--- src/rtl/reg_bank_20x32.sv ---
`default_nettype none
// ============================================================================
// Module   : reg_bank_20x32
// Purpose  : Register storage stage that feeds a 32-way, 20-bit select mux.
//            Holds 32 x 20-bit registers and presents all of them in
//            parallel on a packed bus.
//            It has one write port with a valid/ready handshake.
//            It also supports a sequential bulk clear that takes 32 cycles.
// Revision : 1.0 - initial release
// ----------------------------------------------------------------------------
// Parameters
//   DATA_W   : register width (must match the downstream mux data width)
//   ADDR_W   : address width; NUM_REGS = 2**ADDR_W
// Ports
//   clk      : in   clock, all state changes on the rising edge
//   rst      : in   synchronous active-high reset
//   wr_valid : in   write request
//   wr_ready : out  bank can accept a write this cycle (IDLE)
//   wr_addr  : in   target register index
//   wr_data  : in   data to write
//   clr_req  : in   start a bulk clear (sampled in IDLE only)
//   clr_busy : out  bulk clear in progress (CLEAR)
//   regs     : out  packed register contents, element i = register i
//   wr_mask  : out  bit i set if register i written since reset/clear
// Build option
//   REG_BANK_ZERO_EN : when defined, register 0 reads as constant zero and
//                      its mask bit stays zero. Writes to address 0 still
//                      complete the handshake, but their data is dropped.
// ============================================================================
module reg_bank_20x32 #(
  parameter int DATA_W = 20,
  parameter int ADDR_W = 5
) (
  input  logic                                  clk,
  input  logic                                  rst,
  input  logic                                  wr_valid,
  output logic                                  wr_ready,
  input  logic [ADDR_W-1:0]                     wr_addr,
  input  logic [DATA_W-1:0]                     wr_data,
  input  logic                                  clr_req,
  output logic                                  clr_busy,
  output logic [(2**ADDR_W)-1:0][DATA_W-1:0]    regs,
  output logic [(2**ADDR_W)-1:0]                wr_mask
);

  localparam int NUM_REGS = 2 ** ADDR_W;

  // Sweep terminal count: the last register index.
  localparam logic [ADDR_W-1:0] c_last = ADDR_W'(NUM_REGS - 1);

  // State encoding
  localparam logic [0:0] c_idle  = 1'b0;
  localparam logic [0:0] c_clear = 1'b1;

  logic [0:0]                         r_state;
  logic [0:0]                         w_state_nxt;
  logic [ADDR_W-1:0]                  r_cnt;
  logic [NUM_REGS-1:0][DATA_W-1:0]    r_regs;
  logic [NUM_REGS-1:0]                r_mask;
  logic                               w_wr_fire;
  logic                               w_sweep_done;

  // --------------------------------------------------------------------------
  // FSM: state register
  // --------------------------------------------------------------------------
  always_ff @(posedge clk) begin
    if (rst) begin
      r_state <= c_idle;
    end else begin
      r_state <= w_state_nxt;
    end
  end

  // --------------------------------------------------------------------------
  // FSM: next-state logic
  // --------------------------------------------------------------------------
  assign w_sweep_done = (r_cnt == c_last);

  always_comb begin
    w_state_nxt = r_state;
    case (r_state)
      c_idle: begin
        if (clr_req) begin
          w_state_nxt = c_clear;
        end
      end
      c_clear: begin
        // The final register is cleared on the same edge as the exit.
        if (w_sweep_done) begin
          w_state_nxt = c_idle;
        end
      end
      default: w_state_nxt = c_idle;
    endcase
  end

  // --------------------------------------------------------------------------
  // FSM: outputs (combinational decode of the current state)
  // --------------------------------------------------------------------------
  always_comb begin
    wr_ready = 1'b0;
    clr_busy = 1'b0;
    case (r_state)
      c_idle:  wr_ready = 1'b1;
      c_clear: clr_busy = 1'b1;
      default: wr_ready = 1'b0;
    endcase
  end

  assign w_wr_fire = wr_valid & wr_ready;

  // --------------------------------------------------------------------------
  // Sweep counter. It starts from zero on entry to CLEAR. On the terminal
  // edge it parks at zero again, so the counter never wraps.
  // --------------------------------------------------------------------------
  always_ff @(posedge clk) begin
    if (rst) begin
      r_cnt <= '0;
    end else if ((r_state == c_clear) && !w_sweep_done) begin
      r_cnt <= r_cnt + 1'b1;
    end else begin
      r_cnt <= '0;
    end
  end

  // --------------------------------------------------------------------------
  // Register storage and written-mask.
  // A write can only fire in IDLE and the sweep only runs in CLEAR, so the
  // two updates never target the same edge. A write that coincides with
  // clr_req commits on the IDLE edge, and the sweep zeroes it later.
  // --------------------------------------------------------------------------
  always_ff @(posedge clk) begin
    if (rst) begin
      r_regs <= '0;
      r_mask <= '0;
    end else begin
`ifdef REG_BANK_ZERO_EN
      // Register 0 is never loaded, so it holds its reset value of zero.
      if (w_wr_fire && (wr_addr != '0)) begin
        r_regs[wr_addr] <= wr_data;
        r_mask[wr_addr] <= 1'b1;
      end
`else
      if (w_wr_fire) begin
        r_regs[wr_addr] <= wr_data;
        r_mask[wr_addr] <= 1'b1;
      end
`endif
      if (r_state == c_clear) begin
        r_regs[r_cnt] <= '0;
        r_mask[r_cnt] <= 1'b0;
      end
    end
  end

  assign regs    = r_regs;
  assign wr_mask = r_mask;

endmodule
`default_nettype wire

--- config.mk ---
export PLATFORM = sky130hd
export DESIGN_NAME = reg_bank_20x32
export DESIGN_NICKNAME = d
export VERILOG_FILES = /design/src/rtl/reg_bank_20x32.sv
export SDC_FILE = /design/constraint.sdc
export NUM_CORES = 1
export LEC_CHECK = 0
export CORE_ASPECT_RATIO = 1.5
export CORE_MARGIN = 8
export CORE_UTILIZATION = 33
export DETAILED_ROUTE_END_ITERATION = 7
export HOLD_SLACK_MARGIN = 0.12
export PLACE_DENSITY_LB_ADDON = 0.15
export SETUP_SLACK_MARGIN = 0.1
export SYNTH_ARGS = -nofsm -noshare
export SYNTH_HDL_FRONTEND = slang
export SYNTH_SLANG_ARGS = --single-unit
--- constraint.sdc ---
create_clock -name clk -period 3.5 [get_ports clk]
set_input_delay 1.05 -clock clk [delete_from_list [all_inputs] [get_ports clk]]
set_output_delay 1.05 -clock clk [all_outputs]
set_load 0.005 [all_outputs]
==> flow_metrics.py, run 1 <==
metrics = {
    "drt": {
        "drt_pass1_iterations": 8,
        "viasPerCell": 5.73,
        "route.antenna.remaining_nets": 0,
        "drt-initial-drc-count": 2389,
        "vias": 26923,
        "wl_per_cell_um": 27.7,
        "wl_mm": 130,
        "drc_errors": 0,
    },
    "power_and_ir_drop": {
        "power.leakage_uw": 0.0115,
        "internal_power_uw": 12300,
        "p_seq_share_pct": 46.8,
        "pwr-share-clk_pct": 45.5,
        "p_total_uw": 16700,
        "p_sw_uw": 4310,
        "powerDensity_nw_per_um2": 461,
        "power_frac_comb_pct": 7.6,
        "switching_share_pct": 25.9,
        "ir_drop_v": 0.000420,
    },
    "worst_setup_path": {
        "worstSetupStartpointType": "flop",
        "crit_path_end_kind": "output pin",
        "path_buf_inv": 1,
        "crit_arrival_ps": 2140,
        "cp_max_fo": 19,
        "crit_path_cell_trace": "clkdlybuf4s50_1",
        "worstReg2RegStart": "r_state",
        "critPathKind": "reg -> out",
        "critical_path_required_ps": 2450,
        "crit_family": "flip-flops",
        "cpPeakStageDelay_ps": 860,
        "cpMaxStageDelayCell": "dfxtp_1",
        "startpoint": "r_state",
    },
    "cts": {
        "htree_num_levels": 3,
        "hold_buffers": 0,
        "clk_pin_slew_worst_paths_ps": 60,
        "cts_root_buf": "clkbuf_16",
        "cts.sinks": 678,
        "postCtsSetupBuffers": 0,
        "cts_made_buffers": 70,
        "clk_latency_ps": 630,
        "post_cts_resized": 0,
        "cts_tree": "yes",
        "clock_path_buffers": 3,
    },
    "timing": {
        "hold_viol": 0,
        "fin_worst_skew_ps": 28.7,
        "rsz0062_at_grt": "no",
        "layout_setup_ws_ps": 315,
        "slew_headroom_pct": 40.3,
        "fin_crit_ps": 3190,
        "fmax_mhz": 314,
        "setup_tns_ps": 0,
        "hold_slack_ps": 470,
        "setup_viol": 0,
        "period_share_pct": 91.0,
        "slew_violations": 0,
        "tightest_slew_ps": 896,
    },
    "synth": {
        "synthTopCellsByArea": "dfxtp_1 52%, a21oi_1 13%, nand3_1 12%",
        "yosysTopAreaCellShare_pct": 52.1,
        "syn-num-nets": 3208,
        "ys_seq_elements": 678,
        "synthCells": 3174,
        "syn-mean-instance-area_um2": 8.20,
        "async_reset_ff_share_pct": 0,
        "yosysUniqueCellTypes": 37,
        "ys_seq_area_share_pct": 52.1,
        "netlist_area_um2": 26000,
        "synth_edf_count": 0,
        "synth_top_flop_cell": "dfxtp_1",
        "ys_warn_count": 0,
        "synth.largest_area_cell": "dfxtp_1",
    },
    "worst_hold_path": {
        "hold_class": "reg -> reg",
        "hp-start": "wr_mask[9]",
    },
    "global_route": {
        "grt.total_usage_pct": 28.0,
        "grt_pass1_vias": 25511,
        "grt_max_degree": 94,
        "grt_first_pass_wirelength_mm": 187,
        "grt_overflow": 0,
        "antenna_found_initial": 5,
    },
    "placed_design": {
        "gp_congestion": 0.796,
        "placement.io_buffers": 702,
        "dp_slack_ps": 274,
        "post-dp-hpwl_mm": 80.7,
    },
    "cells_and_area": {
        "final_common_cell": "clkdlybuf4s50_1",
        "area_growth_pct": 38.9,
        "fillers": 7663,
        "layout-drive-gt1-share_pct": 7.05,
        "final_util_pct": 46.1,
        "ff_latch_area_um2": 13600,
        "mostFrequentLayoutCells": "681 x clkdlybuf4s50_1, 678 x dfxtp_1, 673 x a21oi_1, 641 x nand3_1, 540 x o21ai_0",
        "final_nets": 3664,
        "multi_input_area_um2": 10700,
    },
    "floorplan": {
        "design.portCount": 703,
        "die_area_um2": 88300,
        "initial_core_util_pct": 33.2,
        "die_w_um": 245,
        "rows": 126,
        "die_h_um": 360,
        "core-area_um2": 78400,
    },
    "status": {
        "status": "finished, final reports clean",
    },
    "flow_run": {
        "max_cap_violations": 0,
    },
}
## tightest hold or removal path, stage by stage, from the launching register on
cell and delay [ps]:
dfxtp_1 330, a21oi_1 40, nor2_1 70
## metal layers
metal,global-route usage [%],routed length (um)
met5,0,0
met1,34.5,51200
met3,8.89,13700
met2,44.2,59300
met4,12.3,6120
## state kept, by name, summed over array words and instances (netlist names)
name	cells
wr_mask	32
regs	640
r_cnt	5
r_state	1
## final cells by class
type                    count  share of cell area, %
diodes                      3                 0.0208
clock buffers              93                   5.36
clock inverters            24                  0.841
inverters                   3                 0.0311
multi-input cells        2070                   29.5
flip-flops and latches    678                   37.5
well taps                1024                   3.54
repair buffers            807                   23.2
## power groups by stage
stage | clock (uW) | sequential (uW) | combinational [uW]
final | 7580 | 7800 | 1270
after global routing | 8020 | 7800 | 1330
after CTS | 7730 | 7800 | 1270
after detailed placement | 0 | 7970 | 1270
after global placement | 0 | 7970 | 1270
after floorplan | 0 | 7960 | 587
## Yosys cell counts, types with 2 or more instances
cell and count:
buf_1 7, buf_6 11, nand4bb_1 2, or3b_2 2, o21ai_0 540, o21ai_1 100
nor2b_1 2, a21o_1 24, and2_1 2, nand3b_1 3, nand3_1 642, nor2_1 37
and3_1 6, buf_2 158, a21oi_1 673, ha_1 5, nor3b_1 3, inv_1 3
and3b_1 7, dfxtp_1 678, clkbuf_1 246, a31o_2 8
## final timing paths
check                    end  depth (start not counted)  slack [ps]
setup / recovery    clr_busy                          1         310
hold / removal    wr_mask[9]                          2         470
setup reg to reg    regs[41]                          4        1150
hold reg to reg   wr_mask[9]                          2         470
## per-stage QoR
step,std cells,cell area (um^2)
after floorplan,3174,26000
after global placement,4582,33900
after detailed placement,4582,33900
after CTS,4699,36100
after global routing,4700,36100
final,4702,36200
## logic make-up after synthesis
kind of cell    share of synthesized area (%)
compound gates                           26.2
simple gates                             14.1
flops                                    52.1
buf+inv                                  7.23
fa+ha+maj                               0.240
xor+xnor                               0.0673
Note: power is estimated with default switching activity, not from simulation.
==> inputs of run 2 (changes only) <==
==> constraint.sdc (replaced) <==
create_clock -name clk -period 3.81 [get_ports clk]
set_input_delay 1.143 -clock clk [delete_from_list [all_inputs] [get_ports clk]]
set_output_delay 1.143 -clock clk [all_outputs]
set_load 0.005 [all_outputs]
==> flow_metrics.py, run 2 (synthesis gave the netlist of run 1 again) <==
metrics = {
    "worst_hold_path": {
        "hold_class": "reg -> reg",
    },
    "cells_and_area": {
        "mostFrequentLayoutCells": "681 x clkdlybuf4s50_1, 678 x dfxtp_1, 673 x a21oi_1, 641 x nand3_1, 540 x o21ai_0",
        "final_common_cell": "clkdlybuf4s50_1",
        "ff_latch_area_um2": 13600,
        "final_nets": 3684,
        "final_util_pct": 46.3,
        "multi_input_area_um2": 10700,
        "area_growth_pct": 39.5,
        "layout-drive-gt1-share_pct": 7.57,
        "largest_reg_flops": 640,
        "fillers": 7684,
    },
    "power_and_ir_drop": {
        "powerDensity_nw_per_um2": 420,
        "power.leakage_uw": 0.0116,
        "ir_drop_v": 0.000330,
        "p_total_uw": 15300,
    },
    "cts": {
        "clock_path_buffers": 3,
        "cts_tree": "yes",
        "clk_latency_ps": 620,
        "hold_buffers": 0,
        "cts_root_buf": "clkbuf_16",
        "post_cts_resized": 0,
        "cts.sinks": 678,
        "cts_made_buffers": 70,
        "htree_num_levels": 3,
        "clk_pin_slew_worst_paths_ps": 60,
        "postCtsSetupBuffers": 0,
    },
    "worst_setup_path": {
        "critPathKind": "reg -> out",
        "cpPeakStageDelay_ps": 880,
        "crit_path_cell_trace": "clkdlybuf4s50_1",
        "critical_path_required_ps": 2670,
        "reg2reg_slack_ps": 1390,
        "path_buf_inv": 1,
        "cp_max_fo": 19,
        "crit_arrival_ps": 2150,
        "worstSetupStartpointType": "flop",
        "crit_family": "flip-flops",
        "cpMaxStageDelayCell": "dfxtp_1",
        "crit_path_end_kind": "output pin",
    },
    "floorplan": {
        "die_w_um": 245,
        "core-area_um2": 78400,
        "initial_core_util_pct": 33.2,
        "rows": 126,
        "die_h_um": 360,
        "design.portCount": 703,
        "die_area_um2": 88300,
    },
    "drt": {
        "drt_pass1_iterations": 5,
        "wl_per_cell_um": 27.7,
        "drc_errors": 0,
        "wl_mm": 131,
        "drt-initial-drc-count": 2583,
        "vias": 27064,
        "viasPerCell": 5.73,
        "route.antenna.remaining_nets": 0,
    },
    "global_route": {
        "grt_max_degree": 89,
        "grt_busiest_layer": "met2",
        "met3_usage_pct": 8.79,
        "grt_first_pass_wirelength_mm": 187,
        "grt_pass1_vias": 25386,
        "gr-usage-met1_pct": 34.5,
        "grt.total_usage_pct": 27.9,
        "grt_overflow": 0,
        "antenna_found_initial": 3,
        "met2_usage_pct": 43.4,
    },
    "timing": {
        "slew_violations": 0,
        "setup_tns_ps": 0,
        "fmax_mhz": 304,
        "rsz0062_at_grt": "no",
        "tightest_slew_ps": 985,
        "slew_headroom_pct": 34.3,
        "layout_setup_ws_ps": 521,
        "setup_viol": 0,
        "period_share_pct": 86.3,
        "fin_crit_ps": 3290,
        "fin_worst_skew_ps": 20.4,
        "hold_viol": 0,
        "hold_slack_ps": 467,
    },
    "placed_design": {
        "dp_slack_ps": 375,
        "post-dp-hpwl_mm": 79.5,
        "gp_congestion": 0.797,
        "placement.io_buffers": 702,
    },
    "flow_run": {
        "max_cap_violations": 0,
    },
    "status": {
        "status": "finished, final reports clean",
    },
}
==> run 2: cell count changes in the layout (fill, tap and decap cells not counted) <==
cell	delta
clkinvlp_4	-1
bufinv_16	-4
buf_4	+20
clkbuf_16	+2
clkbuf_1	+4
diode_2	-2
buf_2	-1
clkinv_8	-2
clkinv_2	-2
clkinv_4	+1
buf_12	+1
clkbuf_8	+7
==> run 2: cell type report <==
| class | count | area share, % |
|---|---|---|
| diodes | 1 | 0.00689 |
| multi-input cells | 2070 | 29.4 |
| flip-flops and latches | 678 | 37.4 |
| clock inverters | 16 | 0.393 |
| repair buffers | 827 | 23.5 |
| well taps | 1024 | 3.53 |
| clock buffers | 106 | 5.78 |
| inverters | 3 | 0.0310 |
==> run 2: through the flow <==
step / instances / instance area [um^2]
2_1_floorplan: 3174 / 26000
3_3_place_gp: 4602 / 34100
3_5_place_dp: 4602 / 34100
4_1_cts: 4724 / 36300
5_1_grt: 4724 / 36300
6_report: 4725 / 36300
==> run 2: worst paths after layout <==
check / start / endpoint / cells after the start
worst min-delay path: wr_mask[0] / wr_mask[0] / 2
worst min register to register: wr_mask[0] / wr_mask[0] / 2
worst max register to register: r_state / regs[498] / 4
worst max-delay path: r_state / clr_busy / 1
==> run 2: report_power, final <==
part           switching, uW  total (uW)  internal (uW)  leakage [uW]
combinational            894        1180            289       0.00499
clock                   3040        6920           3880       0.00110
sequential              28.7        7160           7130       0.00546
total                   3960       15300          11300        0.0116
==> run 2: routing by layer <==
metal  routed length (um)  part of all wire (%)  vias to the layer above
li1                     -                     -                    12228
met1                51200                    39                    13300
met2                59200                    45                     1281
met3                13500                    10                      255
met4                 7050                   5.4                        0
met5                    0                     0                        -
